--- config.mk ---
export PLATFORM = sky130hd
export DESIGN_NAME = inc16_pipe
export DESIGN_NICKNAME = d
export VERILOG_FILES = /design/src/rtl/inc16_pkg.sv /design/src/rtl/inc16_half_adder.sv /design/src/rtl/inc16_pipe.sv
export SDC_FILE = /design/constraint.sdc
export NUM_CORES = 1
export LEC_CHECK = 0
export BUFFER_PORTS_ARGS = -buffer_cell sky130_fd_sc_hd__buf_4
export CAP_MARGIN = 5
export CORE_MARGIN = 5
export CORE_UTILIZATION = 40
export DETAILED_ROUTE_END_ITERATION = 8
export PLACE_DENSITY = 0.69
export SLEW_MARGIN = 40
export SYNTH_ARGS = -nofsm -noshare
export SYNTH_HDL_FRONTEND = slang
export SYNTH_SLANG_ARGS = --single-unit
--- constraint.sdc ---
create_clock -name clk -period 2.1 [get_ports clk]
set_clock_uncertainty 0.2 [all_clocks]
set_input_delay 0.42 -clock clk [delete_from_list [all_inputs] [get_ports clk]]
set_output_delay 0.42 -clock clk [all_outputs]
set_load 0.1 [all_outputs]
--- src/rtl/inc16_pkg.sv ---
// ----------------------------------------------------------------------------
// inc16_pkg
//   Shared width constant and word type for the 16-bit incrementer slice.
//   Contents:
//     INC16_W : datapath width (16)
//     word_t  : one datapath word, used for operands and results
// ----------------------------------------------------------------------------
package inc16_pkg;

  localparam int INC16_W = 16;

  typedef logic [INC16_W-1:0] word_t;

endpackage : inc16_pkg

--- src/rtl/inc16_half_adder.sv ---
// ----------------------------------------------------------------------------
// inc16_half_adder
//   One-bit half adder. This is the cell of the incrementer's carry chain.
//   Ports:
//     a     in  1  first operand bit
//     b     in  1  second operand bit (the incoming carry in the chain)
//     sum   out 1  a XOR b
//     carry out 1  a AND b
// ----------------------------------------------------------------------------
module inc16_half_adder (
  input  logic a,
  input  logic b,
  output logic sum,
  output logic carry
);

  assign sum   = a ^ b;
  assign carry = a & b;

endmodule : inc16_half_adder

--- src/rtl/inc16_pipe.sv ---
// ----------------------------------------------------------------------------
// inc16_pipe
//   Registered 16-bit incrementer: out_data = in_data + 1 (mod 2^16), with
//   one cycle of latency and one result per cycle. The datapath is a carry
//   chain of 16 half adders whose carry-in is tied to 1. There is no
//   backpressure, so the consumer must take out_data whenever out_valid is
//   high.
//
//   Ports:
//     clk       in  1   system clock, rising edge
//     rst_n     in  1   asynchronous reset, active low
//     in_valid  in  1   in_data is valid this cycle
//     in_data   in  16  operand
//     bypass    in  1   (INC16_BYPASS_EN only) pass in_data through unchanged
//     out_valid out 1   out_data holds a new result
//     out_data  out 16  registered result
//     out_carry out 1   carry out of bit 15 (high only for in_data = 16'hFFFF)
//
//   Build option:
//     INC16_BYPASS_EN - adds the bypass input. This supports hold-PC style use.
//                       When bypass is high at a capture edge, in_data is stored
//                       as is and out_carry is cleared.
// ----------------------------------------------------------------------------
module inc16_pipe
  import inc16_pkg::*;
(
  input  logic  clk,
  input  logic  rst_n,
  input  logic  in_valid,
  input  word_t in_data,
`ifdef INC16_BYPASS_EN
  input  logic  bypass,
`endif
  output logic  out_valid,
  output word_t out_data,
  output logic  out_carry
);

  // c[i] is the carry into bit i. The chain is seeded with 1, which makes
  // the adder an incrementer.
  logic [INC16_W:0] c;
  word_t            sum;
  word_t            next_data;
  logic             next_carry;

  assign c[0] = 1'b1;

  for (genvar i = 0; i < INC16_W; i++) begin : g_chain
    inc16_half_adder u_ha (
      .a     (in_data[i]),
      .b     (c[i]),
      .sum   (sum[i]),
      .carry (c[i+1])
    );
  end

  // NOTE: every output of an always_comb block is assigned a default first.
  // This keeps the block purely combinational, so no latch is inferred.
  always_comb begin
    next_data  = sum;
    next_carry = c[INC16_W];
`ifdef INC16_BYPASS_EN
    if (bypass) begin
      next_data  = in_data;
      next_carry = 1'b0;
    end
`endif
  end

  // NOTE: the state updates use non-blocking assignments, so every register
  // samples values from before the clock edge. Reset is asynchronous, so a
  // mid-stream reset clears the outputs at once and drops any pending capture.
  always_ff @(posedge clk or negedge rst_n) begin
    if (!rst_n) begin
      out_valid <= 1'b0;
      out_data  <= '0;
      out_carry <= 1'b0;
    end else begin
      out_valid <= in_valid;
      // Data and carry load only on a valid input. This holds the last result
      // and keeps an undriven in_data from reaching the outputs.
      if (in_valid) begin
        out_data  <= next_data;
        out_carry <= next_carry;
      end
    end
  end

endmodule : inc16_pipe

# Word-level counts from Yosys, hierarchy flattened
# Index checks and enable logic that the tools add are counted.
# totals
regBits	18
input_bits	19
out_inout_bits	18
elab_cells	34
# op_classes
bitwise_logic	31
# op_table
cell	count
bitwise AND 1 bit	15
bitwise XOR 1 bit	15
inverter 1 bit	1

# Depth between registers and ports, before layout
# Gate-level depths: netlist (run 1).
# logic_depth
ltp_word	15
mapped_depth	16
ltp_nobuf	16

# Cells and area by module
# From an unflattened synthesis (run 1), not the netlist that was laid out.
# hier_totals
cells_unflattened	54
area_unflattened_um2	914.6
# modules_own_cells
module	instances	cells_each	area_per_inst_um2	seq_area_each_um2
inc16_pipe	1	38	714.4	450.4
inc16_half_adder	16	1	12.5	0.0

# Worst setup path before layout (run 1)
# OpenSTA, ideal clock, no wires.
# synth_timing
kind	input to register
from	in in_data[0]
to	reg out_data[15]
setup_time_ns	0.126
arrival_time_ns	3.325
slack_ns	-1.551
path_stages	16
path_cell_list	ha_1 > ha_1 > ha_1 > ha_1 > ha_1 > ha_1 > ha_1 > ha_1 > ha_1 > ha_1 > ha_1 > ha_1 > ha_1 > ha_1 > ha_1 > mux2_4
# synth_between
elab_chain_cells	15
# synth_lines
item	line_no	rtl
start: declaration	inc16_pipe.sv:30	input word_t in_data,
bitwise AND 1 bit (14 in a row)	inc16_half_adder.sv:18	assign carry = a & b;
bitwise XOR 1 bit	inc16_half_adder.sv:17	assign sum = a ^ b;
via g_chain[15].u_ha.sum	inc16_half_adder.sv:13	output logic sum,
end signal: assignment	inc16_pipe.sv:83	out_data <= next_data;
end: declaration	inc16_pipe.sv:35	output word_t out_data,
# The timed path passes the listed nets, and every way through them passes these cells.
# A chain may end at the register's enable or synchronous reset.

# Worst setup path after layout (run 1)
# Ends and elaborated chain as after synthesis.

==> reports/metrics.yaml, run 1 <==
grt_antenna_before_repair: 0
layout.cell_area.non_filler_um2: 1398
synth_nets: 87
min_path_type: "in2reg"
setup_slack_ps: -1054
pin_count: 37
holdPathStages: 2
clk_pin_slew_ps: 90
power_density_nw_per_um2: 725.2
die-area_um2: 3263
p_leak_nw: 0.6343
reg2reg_depth: 1
vias: 559
antennaDiodeCount: 0
insertion_delay_ps: 280
drc: 0
viasPerCell: 4.697
grt_overflow: 0
layout.nets: 127
drt_first_pass_iters: 4
hold_ws_ps: 109.7
final_core_utilization_pct: 64.42
area_growth_pct: 57.32
final_cell_mix: "buf_4, dfrtp_1, ha_4, mux2_4, mux2_2"
clock.fmax_mhz: 317.1
die_width_um: 57.13
clock_sinks: 18
cp.arrival_ps: 3130
seq_area_frac_synth_pct: 50.70
max_slew_margin_pct: 80.95
dpl-instance-area_um2: 1358
rsz0062_at_grt: "true"
start_util_pct: 40.95
critical_path.max_fanout: 2
crit_path_end_kind: "flop"
max_cap_violations: 0
crit_type: "in2reg"
grtUsageTotal_pct: 11.45
drt_wl_total_mm: 1.724
cts_made_buffers: 3
die_y_um: 57.13
post_drt_wl_per_cell_um: 14.49
cts_tree: "yes"
clock-root-buffer: "clkbuf_4"
core_area_um2: 2170
layout_commonest_cell: "buf_4"
cp-start-kind: "primary input"
yosys_warnings: 0
finalCriticalPeriod_ps: 3154
violations: "negative setup slack"
outcome: "complete, but fails checks"
fin_crit_sh_pct: 150.2
synth_area_per_cell_um2: 16.76
syn_area_um2: 888.4
synth_seq_cells: 18
ys_types: 8
drv_slew: 0
drt_iter0_drc: 3
port_buffers: 36
dp_hpwl_mm: 1.353
ant_nets: 0
grt_start_max_net_pins: 20
grt_first_pass_wirelength_mm: 2.932
h-tree-depth: 1
drive_gt1_share_pct: 76.92
required_ps: 2070
grt_pass1_vias: 634
irDropWorstVdd_mv: 0.4390
worst_pin_slew_ps: 285.8
gp_routability_congestion: 0.6370
clock_tree.buffer_depth: 2
rows: 17
syn_inst: 53
final_hold_viol_count: 0
setup_viol: 8
## synth_stat cells, drive strengths merged
cell | instances | area [um^2]
dfrtp | 18 | 450.4
buf | 2 | 31.28
a21oi | 1 | 5.000
ha | 15 | 187.7
mux2 | 16 | 210.2
nor2 | 1 | 3.750
## registers in the layout (all words and copies together), names as in the netlist
register / flops
out_valid: 1
out_carry: 1
out_data: 16
## cell type report
type	count	area [um^2]
flip-flops and latches	18	450.4
repair buffers	37	287.8
multi-input cells	33	601.8
fillers	171	772.0
clock buffers	3	22.52
well taps	28	35.03
## cells by family (layout without fill, tap and decap cells)
family / Yosys count / after routing / share of synthesized area (%)
DFF: 18 / 18 / 50.70
muxes: 16 / 16 / 23.66
adders and majority gates: 15 / 15 / 21.13
buffers and inverters: 2 / 40 / 3.521
AOI/OAI and AO/OA: 1 / 1 / 0.5628
and+or+nand+nor: 1 / 1 / 0.4221
## stage by stage
step           setup slack (ps)  TNS [ps]  std cells  power (W)
2_1_floorplan             -1232     -6893         53  0.0007430
4_1_cts                   -1055     -5105        119   0.001031
6_report                  -1054     -5108        119   0.001014
5_1_grt                   -1091     -5349        119   0.001060
3_5_place_dp              -1443     -8861        115  0.0008575
3_3_place_gp              -1414     -8659        115  0.0008507
## report_power, final
part / total [W] / leakage [nW] / switching (W) / internal [W]
Combinational: 0.000448 / 0.408 / 0.000327 / 0.000121
Sequential: 0.000402 / 0.212 / 0.0000197 / 0.000382
Clock: 0.000164 / 0.0138 / 0.0000972 / 0.0000665
Total: 0.00101 / 0.634 / 0.000444 / 0.000570
## per-layer routing
metal	share of wire (%)	vias to the layer above	GRT usage, %	routed length (um)
met5	0	-	0	0
met4	0	0	2.980	0
met3	8.3	0	2.715	143
met2	50	23	20.23	859
met1	42	267	13.92	720
li1	-	269	-	-
## path summary, 6_finish.rpt
path,start,end,slack [ps]
worst max-delay path,in_data[0],out_data[15]$_DFFE_PN0P_,-1050
worst min-delay path,in_data[0],out_data[0]$_DFFE_PN0P_,110
worst max register to register,out_data[14]$_DFFE_PN0P_,out_data[14]$_DFFE_PN0P_,1120
worst min register to register,out_data[11]$_DFFE_PN0P_,out_data[11]$_DFFE_PN0P_,320
max in group asynchronous,rst_n,out_data[13]$_DFFE_PN0P_,1160
min in group asynchronous,rst_n,out_data[8]$_DFFE_PN0P_,340
## critical path, stage by stage
cell and delay [ps]:
buf_6 100, ha_4 150, ha_4 160, ha_4 150
ha_4 150, ha_4 150, ha_4 150, ha_4 160
ha_4 150, ha_4 160, ha_4 160, ha_4 150
ha_4 150, ha_4 160, ha_4 150, ha_4 200
mux2_4 250
## what timing repair did
item | CTS | global route
setup endpoints to repair | 9 | 8
gates resized for setup | 2 | 0
pin swaps | 14 | 0
hold buffers | 1 | 0
hold endpoints to repair | 18 | 0
buffers inserted | 0 | 0
Note: power is estimated with default switching activity, not from simulation.
==> run 2, diff against run 1 <==
--- a/config.mk
+++ b/config.mk
@@ -10,7 +10,7 @@
 export CORE_MARGIN = 5
 export CORE_UTILIZATION = 40
 export DETAILED_ROUTE_END_ITERATION = 8
-export PLACE_DENSITY = 0.69
+export PLACE_DENSITY = 0.67
 export SLEW_MARGIN = 40
 export SYNTH_ARGS = -nofsm -noshare
 export SYNTH_HDL_FRONTEND = slang
==> reports/metrics.yaml, run 2 (synthesis gave the netlist of run 1 again) <==
outcome: "complete, but fails checks"  # unchanged
violations: "negative setup slack"  # unchanged
port_buffers: 36  # unchanged
clock_tree.buffer_depth: 2  # unchanged
vias: 561  # was 559
layout.nets: 127  # unchanged
critical_path.max_fanout: 2  # unchanged
grt_pass1_vias: 673  # was 634
final_cell_mix: "buf_4, dfrtp_1, ha_4, mux2_4, mux2_2"  # unchanged
min_path_type: "in2reg"  # unchanged
grt_overflow: 0  # unchanged
cp.arrival_ps: 3140  # was 3130 ps
min_to: "out_data[0]$_DFFE_PN0P_"  # unchanged
grt_first_pass_wirelength_mm: 3.215  # was 2.932 mm
setup_slack_ps: -1059  # was -1054 ps
r2r_start: "out_data[8]$_DFFE_PN0P_"  # was out_data[14]$_DFFE_PN0P_
layout.cell_area.non_filler_um2: 1415  # was 1398 um^2
die-area_um2: 3263  # unchanged
final_core_utilization_pct: 65.22  # was 64.42%
p_clk_share_pct: 20.4  # was 16.2%
cp-start-kind: "primary input"  # unchanged
p_seq_share_pct: 37.5  # was 39.6%
finalSetupTns_ps: -4940  # was -5108 ps
holdPathStages: 2  # unchanged
max_cap_violations: 0  # unchanged
gp_routability_congestion: 0.6370  # unchanged
finalCriticalPeriod_ps: 3159  # was 3154 ps
max_slew_margin_pct: 80.71  # was 80.95%
crit_chain: "buf_8, ha_4, ha_4, ha_4, ha_4, ha_4, ha_4, ha_4, ha_4, ha_4, ha_4, ha_4, ha_4, ha_4, ha_4, ha_4, mux2_4"  # was buf_6, ha_4, ha_4, ha_4, ha_4, ha_4, ha_4, ha_4, ha_4, ha_4, ha_4, ha_4, ha_4, ha_4, ha_4, ha_4, mux2_4
insertion_delay_ps: 290  # was 280 ps
p_sw_share_pct: 42.99  # was 43.80%
grt_start_max_net_pins: 20  # unchanged
layout_commonest_cell: "buf_4"  # unchanged
drc: 0  # unchanged
required_ps: 2080  # was 2070 ps
start_util_pct: 40.95  # unchanged
switchingPower_w: 0.0004603  # was 0.0004439 W
place_inst: 115  # unchanged
die_y_um: 57.13  # unchanged
rsz0062_at_grt: "true"  # unchanged
r2r_setup_slack_ps: 1120  # about the same
pin_count: 37  # unchanged
cts_tree: "yes"  # unchanged
ant_nets: 0  # unchanged
dp_hpwl_mm: 1.406  # was 1.353 mm
area_growth_pct: 59.30  # was 57.32%
top_register: "out_data"  # unchanged
antennaDiodeCount: 0  # unchanged
crit_path_end_kind: "flop"  # unchanged
post_drt_wl_per_cell_um: 15.14  # was 14.49 um
h-tree-depth: 1  # unchanged
cp_common_cell: "ha_4"  # unchanged
cpPeakStageDelay_ps: 250  # about the same
reg2reg_depth: 1  # unchanged
p_int_w: 0.0006103  # was 0.0005696 W
dpl-instance-area_um2: 1358  # unchanged
rows: 17  # unchanged
crit_type: "in2reg"  # unchanged
pwr-share-comb_pct: 42.1  # was 44.2%
top_regs: "out_data: 16 flops, out_carry: 1 flops, out_valid: 1 flops"  # unchanged
clk_pin_slew_ps: 100  # was 90 ps
drt_first_pass_iters: 4  # unchanged
largest_reg_flops: 16  # unchanged
cp_top_family: "adder cells"  # unchanged
worstHoldStart: "in_data[0]"  # unchanged
fin_crit_sh_pct: 150.4  # was 150.2%
viasPerCell: 4.675  # was 4.697
drive_gt1_share_pct: 77.17  # was 76.92%
drv_slew: 0  # unchanged
setup_viol: 8  # unchanged
p_leak_nw: 0.6429  # was 0.6343 nW
die_width_um: 57.13  # unchanged
drt_wl_total_mm: 1.817  # was 1.724 mm
instances_no_fill: 120  # was 119
drt_iter0_drc: 2  # was 3
clock.fmax_mhz: 316.6  # was 317.1 MHz
grt_antenna_before_repair: 0  # unchanged
cp.buffers_inverters: 1  # unchanged
clock_sinks: 18  # unchanged
grtUsageTotal_pct: 12.80  # was 11.45%
cts_made_buffers: 3  # unchanged
clock-root-buffer: "clkbuf_4"  # unchanged
irDropWorstVdd_mv: 0.4962  # was 0.4390 mV
nFillCells: 178  # was 171
worst_path_max_delay_cell: "mux2_4"  # unchanged
regToRegEndpoint: "out_data[8]$_DFFE_PN0P_"  # was out_data[14]$_DFFE_PN0P_
power_density_nw_per_um2: 756.6  # was 725.2 nW/um^2
core_area_um2: 2170  # unchanged
worst_pin_slew_ps: 289.4  # was 285.8 ps
final_hold_viol_count: 0  # unchanged
## run 2: worst max path at each step
stage	start	endpoint	cells after the start
4_1_cts	in_data[0]	out_data[15]$_DFFE_PN0P_	17
2_1_floorplan	in_data[0]	out_data[15]$_DFFE_PN0P_	16
6_report	in_data[0]	out_data[15]$_DFFE_PN0P_	17
3_3_place_gp	in_data[0]	out_data[15]$_DFFE_PN0P_	17
3_5_place_dp	in_data[0]	out_data[15]$_DFFE_PN0P_	17
5_1_grt	in_data[0]	out_data[15]$_DFFE_PN0P_	17
## run 2: timing repair
| item | CTS | global route |
|---|---|---|
| hold endpoints to repair | 18 | 0 |
| hold buffers | 1 | 0 |
| gates resized for setup | 2 | 1 |
| pin swaps | 15 | 0 |
| endpoints found under the setup margin | 9 | 8 |
| buffers inserted | 0 | 0 |
## run 2: layout make-up
class | count | area, um^2 | area share, %
tap | 28 | 35.03 | 2.476
timing repair buffer | 37 | 291.5 | 20.60
sequential | 18 | 450.4 | 31.83
clock buffer | 4 | 36.28 | 2.564
multi-input combinational | 33 | 601.8 | 42.53
## run 2: routing by layer
metal	global-route usage (%)	vias up	part of all wire [%]
li1	-	270	-
met1	15.60	263	42
met2	21.04	26	48
met3	4.072	2	9.8
met4	4.967	0	0.72
met5	0	-	0
## run 2: through the flow
stage	setup slack (ps)	power, W	hold slack, ps
final	-1059	0.001071	90.52
after global routing	-1095	0.001121	79.78
after CTS	-1058	0.001084	79.57
after detailed placement	-1437	0.0008600	107.0
after global placement	-1419	0.0008503	102.0
after floorplan	-1232	0.0007430	-75.59
## run 2: power groups by stage
stage	logic [W]	clock network [W]	registers [W]
detailed placement	0.000452	0	0.000408
global placement	0.000444	0	0.000406
global route	0.000471	0.000243	0.000407
floorplan	0.0000739	0	0.000669
finish	0.000451	0.000218	0.000402
CTS	0.000455	0.000227	0.000402
